**config.mk**
```make
export PLATFORM = sky130hd
export DESIGN_NAME = serial_rx
export DESIGN_NICKNAME = d
export VERILOG_FILES = /design/src/rtl/serial_rx.sv
export SDC_FILE = /design/constraint.sdc
export NUM_CORES = 1
export LEC_CHECK = 0
export CAP_MARGIN = 15
export CELL_PAD_IN_SITES_DETAIL_PLACEMENT = 1
export CELL_PAD_IN_SITES_GLOBAL_PLACEMENT = 1
export CORE_ASPECT_RATIO = 1.5
export CORE_MARGIN = 1
export CORE_UTILIZATION = 45
export DETAILED_ROUTE_END_ITERATION = 8
export PLACE_DENSITY_LB_ADDON = 0.1
export REMOVE_ABC_BUFFERS = 1
export SLEW_MARGIN = 20
export SYNTH_ARGS = -nofsm -noshare
export SYNTH_HDL_FRONTEND = slang
export SYNTH_SLANG_ARGS = --single-unit
export TNS_END_PERCENT = 10
```
**constraint.sdc**
```tcl
create_clock -name CLK -period 3.8 [get_ports CLK]
set_input_delay 0.95 -clock CLK [delete_from_list [all_inputs] [get_ports CLK]]
set_output_delay 0.95 -clock CLK [all_outputs]
set_load 0.02 [all_outputs]
```
**src/rtl/serial_rx.sv**
```systemverilog
// Asynchronous 8N1 serial receiver with mid-bit sampling, one-cycle Valid strobe and error flags.
// Define RX_PARITY_EN to add an even-parity bit between the data bits and the stop bit.
module serial_rx #(
  parameter int unsigned CLKS_PER_BIT = 16,
  parameter int unsigned DATA_W       = 8
) (
  input  logic              CLK,
  input  logic              nRST,
  input  logic              RxD,
  output logic [DATA_W-1:0] Data,
  output logic              Valid,
  output logic              FrameErr,
  output logic              ParityErr,
  output logic              Busy
);

  localparam int unsigned HALF = CLKS_PER_BIT / 2;
  localparam int unsigned CntW = $clog2(CLKS_PER_BIT);
  localparam int unsigned IdxW = $clog2(DATA_W + 1);
  localparam logic [CntW-1:0] HalfCnt = CntW'(HALF);
  localparam logic [CntW-1:0] LastCnt = CntW'(CLKS_PER_BIT - 1);
  localparam logic [IdxW-1:0] LastIdx = IdxW'(DATA_W - 1);

  typedef enum logic [2:0] {
    StIdle,
    StStart,
    StData,
`ifdef RX_PARITY_EN
    StParity,
`endif
    StStop,
    StBreak
  } state_e;

  state_e            state_q, state_d;
  logic [1:0]        sync_q;
  logic              rx_s;
  logic [CntW-1:0]   cnt_q, cnt_d;
  logic [IdxW-1:0]   idx_q, idx_d;
  logic [DATA_W-1:0] shift_q, shift_d;
  logic [DATA_W-1:0] data_q, data_d;
  logic              valid_q, valid_d;
  logic              ferr_q, ferr_d;
  logic              parity_ok;

`ifdef RX_PARITY_EN
  logic pok_q, pok_d;
  logic perr_q, perr_d;
  assign parity_ok = pok_q;
  assign ParityErr = perr_q;
`else
  assign parity_ok = 1'b1;
  assign ParityErr = 1'b0;
`endif

  assign rx_s     = sync_q[1];
  assign Data     = data_q;
  assign Valid    = valid_q;
  assign FrameErr = ferr_q;
  assign Busy     = (state_q != StIdle);

  always_ff @(posedge CLK or negedge nRST) begin
    if (!nRST) begin
      state_q <= StIdle;
      sync_q  <= 2'b11;
      cnt_q   <= '0;
      idx_q   <= '0;
      shift_q <= '0;
      data_q  <= '0;
      valid_q <= 1'b0;
      ferr_q  <= 1'b0;
`ifdef RX_PARITY_EN
      pok_q   <= 1'b1;
      perr_q  <= 1'b0;
`endif
    end else begin
      state_q <= state_d;
      sync_q  <= {sync_q[0], RxD};
      cnt_q   <= cnt_d;
      idx_q   <= idx_d;
      shift_q <= shift_d;
      data_q  <= data_d;
      valid_q <= valid_d;
      ferr_q  <= ferr_d;
`ifdef RX_PARITY_EN
      pok_q   <= pok_d;
      perr_q  <= perr_d;
`endif
    end
  end

  always_comb begin
    state_d = state_q;
    cnt_d   = cnt_q;
    idx_d   = idx_q;
    shift_d = shift_q;
    data_d  = data_q;
    valid_d = 1'b0;
    ferr_d  = ferr_q;
`ifdef RX_PARITY_EN
    pok_d   = pok_q;
    perr_d  = perr_q;
`endif
    unique case (state_q)
      StIdle: begin
        cnt_d = '0;
        if (!rx_s) state_d = StStart;
      end
      StStart: begin
        if (cnt_q == HalfCnt) begin
          cnt_d = '0;
          idx_d = '0;
          // A line back high at mid start bit is a glitch, not a frame
          state_d = rx_s ? StIdle : StData;
        end else begin
          cnt_d = cnt_q + 1'b1;
        end
      end
      StData: begin
        if (cnt_q == LastCnt) begin
          cnt_d   = '0;
          shift_d = {rx_s, shift_q[DATA_W-1:1]};
          if (idx_q == LastIdx) begin
`ifdef RX_PARITY_EN
            state_d = StParity;
`else
            state_d = StStop;
`endif
          end else begin
            idx_d = idx_q + 1'b1;
          end
        end else begin
          cnt_d = cnt_q + 1'b1;
        end
      end
`ifdef RX_PARITY_EN
      StParity: begin
        if (cnt_q == LastCnt) begin
          cnt_d   = '0;
          pok_d   = ~(^shift_q ^ rx_s);
          state_d = StStop;
        end else begin
          cnt_d = cnt_q + 1'b1;
        end
      end
`endif
      StStop: begin
        if (cnt_q == LastCnt) begin
          cnt_d = '0;
          if (rx_s) begin
            ferr_d  = 1'b0;
            state_d = StIdle;
            if (parity_ok) begin
              data_d  = shift_q;
              valid_d = 1'b1;
`ifdef RX_PARITY_EN
              perr_d  = 1'b0;
            end else begin
              perr_d  = 1'b1;
`endif
            end
          end else begin
            ferr_d  = 1'b1;
`ifdef RX_PARITY_EN
            perr_d  = ~parity_ok;
`endif
            state_d = StBreak;
          end
        end else begin
          cnt_d = cnt_q + 1'b1;
        end
      end
      StBreak: begin
        if (rx_s) state_d = StIdle;
      end
      default: state_d = StIdle;
    endcase
  end

endmodule
```
==> impl_results.md <==
* DIE WIDTH at about 48 um
* P per Cell Area at ~510 mW/mm^2
* Unrepaired setup endpoints after global routing: no
* Top_reg_cell synth: dfrtp_1
* Crit. End Element: output pin
* H-tree lvl count at 2
* Slowest stage cell, crit path: dfrtp_1
* Mapped Cells at 121
* Setup WS pre-CTS at about 1.3 ns
* Worst Hold Class: register to register
* Root Buffer Master: clkbuf_8
* Hold Path End: sync_q[1]
* Worst reg2reg setup slack at between 2 and 2.5 ns
* Synth warnings at 0
* Final ANT Viol Nets at 0
* First-pass GRT wire length at just over 5 mm
* Top cell type's share of synthesized area at between 50 and 60%
* DRC Markers at 0
* Clock tree from TritonCTS: yes
* Worst slew pin tran at a little over 0.5 ns
* CTS Buffer Depth at 2
* RR Startpoint: cnt_q[0]
* Worst IR Drop VDD at around 420 uV
* Starting density of the core at between 40% and 50%
* CP arrival at around 1.8 ns
* Final setup fails at 0
* Async SR Flop Fraction at 100.0%
* Synth cell count leaders: 29 x dfrtp_1, 16 x mux2_2, 8 x nor2_1
* Vias in the first global route at 1083
* Post-layout nets at roughly 140
* Hold Path Origin: sync_q[0]
* Number of synthesized flops with an enable pin at 0
* Number of cells upsized or downsized after cts at 0
* Initial drt markers at 8
* Post-CTS Hold Buffers at 0
* Boundary pin count at 15
* Area Growth Syn to Fin at 15.98%
* Die height at about 71 um
* Unique cell type count in the Yosys netlist at 40
* IO Port Bufs at 13
* Via count at 979
* Max transition margin at approximately two thirds
* # clock sinks at 31
* Outcome: complete, no violations
* Final Cycle Share at ~73%
* ANT cells at 0
* Clk slew on worst S/H paths at approximately 0.060 ns
* Synth area leaders: dfrtp_1 50%, mux2_2 12%, dfstp_2 3.6%
* Tmin final at 2.771 ns
* Avg WL per Cell at approximately 17 um
* Syn_area_per_cell at between 10 and 15 um^2
* Share of layout cells above drive strength 1 at ~25%
* Worst path max stage delay at about 0.66 ns
* Kind of critical path: register to output pin
* Die area at between 0.003 and 0.004 mm^2
* Setup TNS at 0 ns
* FP Rows at 24
* Reg2reg end: idx_q[2]
* Reg2Reg Depth at 5
* GRT Overall Usage at approximately a fifth
* Grt total ovfl at 0
* Pre-Repair DR Iteration Count at 4
* Post-route setup slack at approximately 1.0 ns
* Hold Vio Cnt, Final at 0
* Fmax at 0.3609 GHz
* CP startpoint kind: register
* Final Slew Violations at 0
* Worst EP required at roughly 2.9 ns
* Largest net degree at the start of global routing at 32
* Core area at 0.002973 mm^2
* CP max FO at 13
* # Max-Cap Violations at 0
* Fill cell count at roughly 330
* P_leak at a little under 0.0008 uW
* Most common cell in the synthesized netlist: dfrtp_1
* Total Power at just under 900 uW
* Detailed Place HPWL at roughly 2 mm
* Initial antenna violation count at 0
* Cts bufs inserted at 5
* Number of synthesized register bits at 31
* Post-synth top area cell: dfrtp_1
* Mapped cell area at 0.001449 mm^2
* Crit path cell chain: inv_1, nand2_1, clkdlybuf4s50_1
* Placer Congestion at 0.8233
* Routed wire length at between 2 and 3 mm
* Clock latency on the worst-skew pair at around 0.28 ns
* Setup Fix Bufs, Post-CTS at 0
* Final Skew at ~0.0044 ns
* Cell family with most CP delay: buffers and inverters
* Sequential fraction of the synthesis area at 53.71%
* Vias per inst at approximately 5.5
* Buf/Inv on CP at 2
* Fin util at 56.52%
* Hold Path Depth at 0
==> flip-flops by register name, summed over array words and instances (netlist names) <==
register  flops
FrameErr      1
Data          8
state_q       3
sync_q        2
cnt_q         4
Valid         1
shift_q       8
idx_q         4
==> layer usage <==
metal	vias up	GRT usage (%)	routed length [um]
met5	-	0	0
met3	10	4.671	65
li1	456	-	-
met4	0	12.09	108
met2	18	35.99	1631
met1	495	21.86	1156
==> logic make-up after synthesis <==
logic type / after synthesis / share of synthesized area, %
AND/OR/NAND/NOR: 37 / 15.89
flip-flops: 31 / 53.71
AO/OA/AOI/OAI: 19 / 9.500
multiplexers: 18 / 13.82
buffers and inverters: 12 / 4.232
adder cells (fa/ha/maj): 3 / 2.591
other: 1 / 0.2588
==> how the worst max path moves through the flow <==
| stage | depth (start not counted) | slack (ns) | end | start |
|---|---|---|---|---|
| after global routing | 3 | 0.93 | Busy | state_q[2] |
| final | 3 | 1.03 | Busy | state_q[2] |
| after detailed placement | 3 | 1.31 | Busy | state_q[2] |
| after floorplan | 2 | 1.94 | Busy | state_q[0] |
| after CTS | 3 | 1.0 | Busy | state_q[2] |
| after global placement | 3 | 1.36 | Busy | state_q[2] |
==> per-stage QoR <==
stage               hold slack, ns  area (um^2)  std cells
floorplan                   0.3452         1414        116
global placement            0.3483         1600        169
detailed placement          0.3484         1600        169
CTS                         0.3520         1680        177
global route                0.3569         1680        177
finish                      0.3531         1680        177
==> cells in the final DEF (no fill, tap or decap), types with 2 or more instances in the layout <==
| cell | count |
|---|---|
| a21oi_1 | 3 |
| clkbuf_1 | 3 |
| clkbuf_8 | 5 |
| clkdlybuf4s50_1 | 13 |
| dfrtp_1 | 29 |
| dfstp_2 | 2 |
| ha_1 | 3 |
| inv_1 | 7 |
| mux2_2 | 16 |
| mux2i_1 | 2 |
| nand2_1 | 6 |
| nand2_2 | 3 |
| nand2b_1 | 2 |
| nand3_1 | 3 |
| nand3b_1 | 2 |
| nor2_1 | 8 |
| nor2b_1 | 2 |
| nor3_1 | 2 |
| o21ai_0 | 3 |
| o31ai_1 | 2 |
==> layout make-up <==
| type | count | area, um^2 | area share, % |
|---|---|---|---|
| flip-flops and latches | 31 | 778.2 | 46.31 |
| multi-input cells | 78 | 609.3 | 36.26 |
| repair buffers | 14 | 137.6 | 8.191 |
| clock buffers | 8 | 80.08 | 4.765 |
| well taps | 39 | 48.80 | 2.904 |
| inverters | 7 | 26.28 | 1.564 |
==> report_power, final <==
group | switching [uW] | leakage, uW | internal (uW)
sequential | 56.3 | 0.000416 | 366
combinational | 108 | 0.000337 | 96.4
clock | 109 | 0.0000395 | 130
Power figures use the tool's default switching activity.
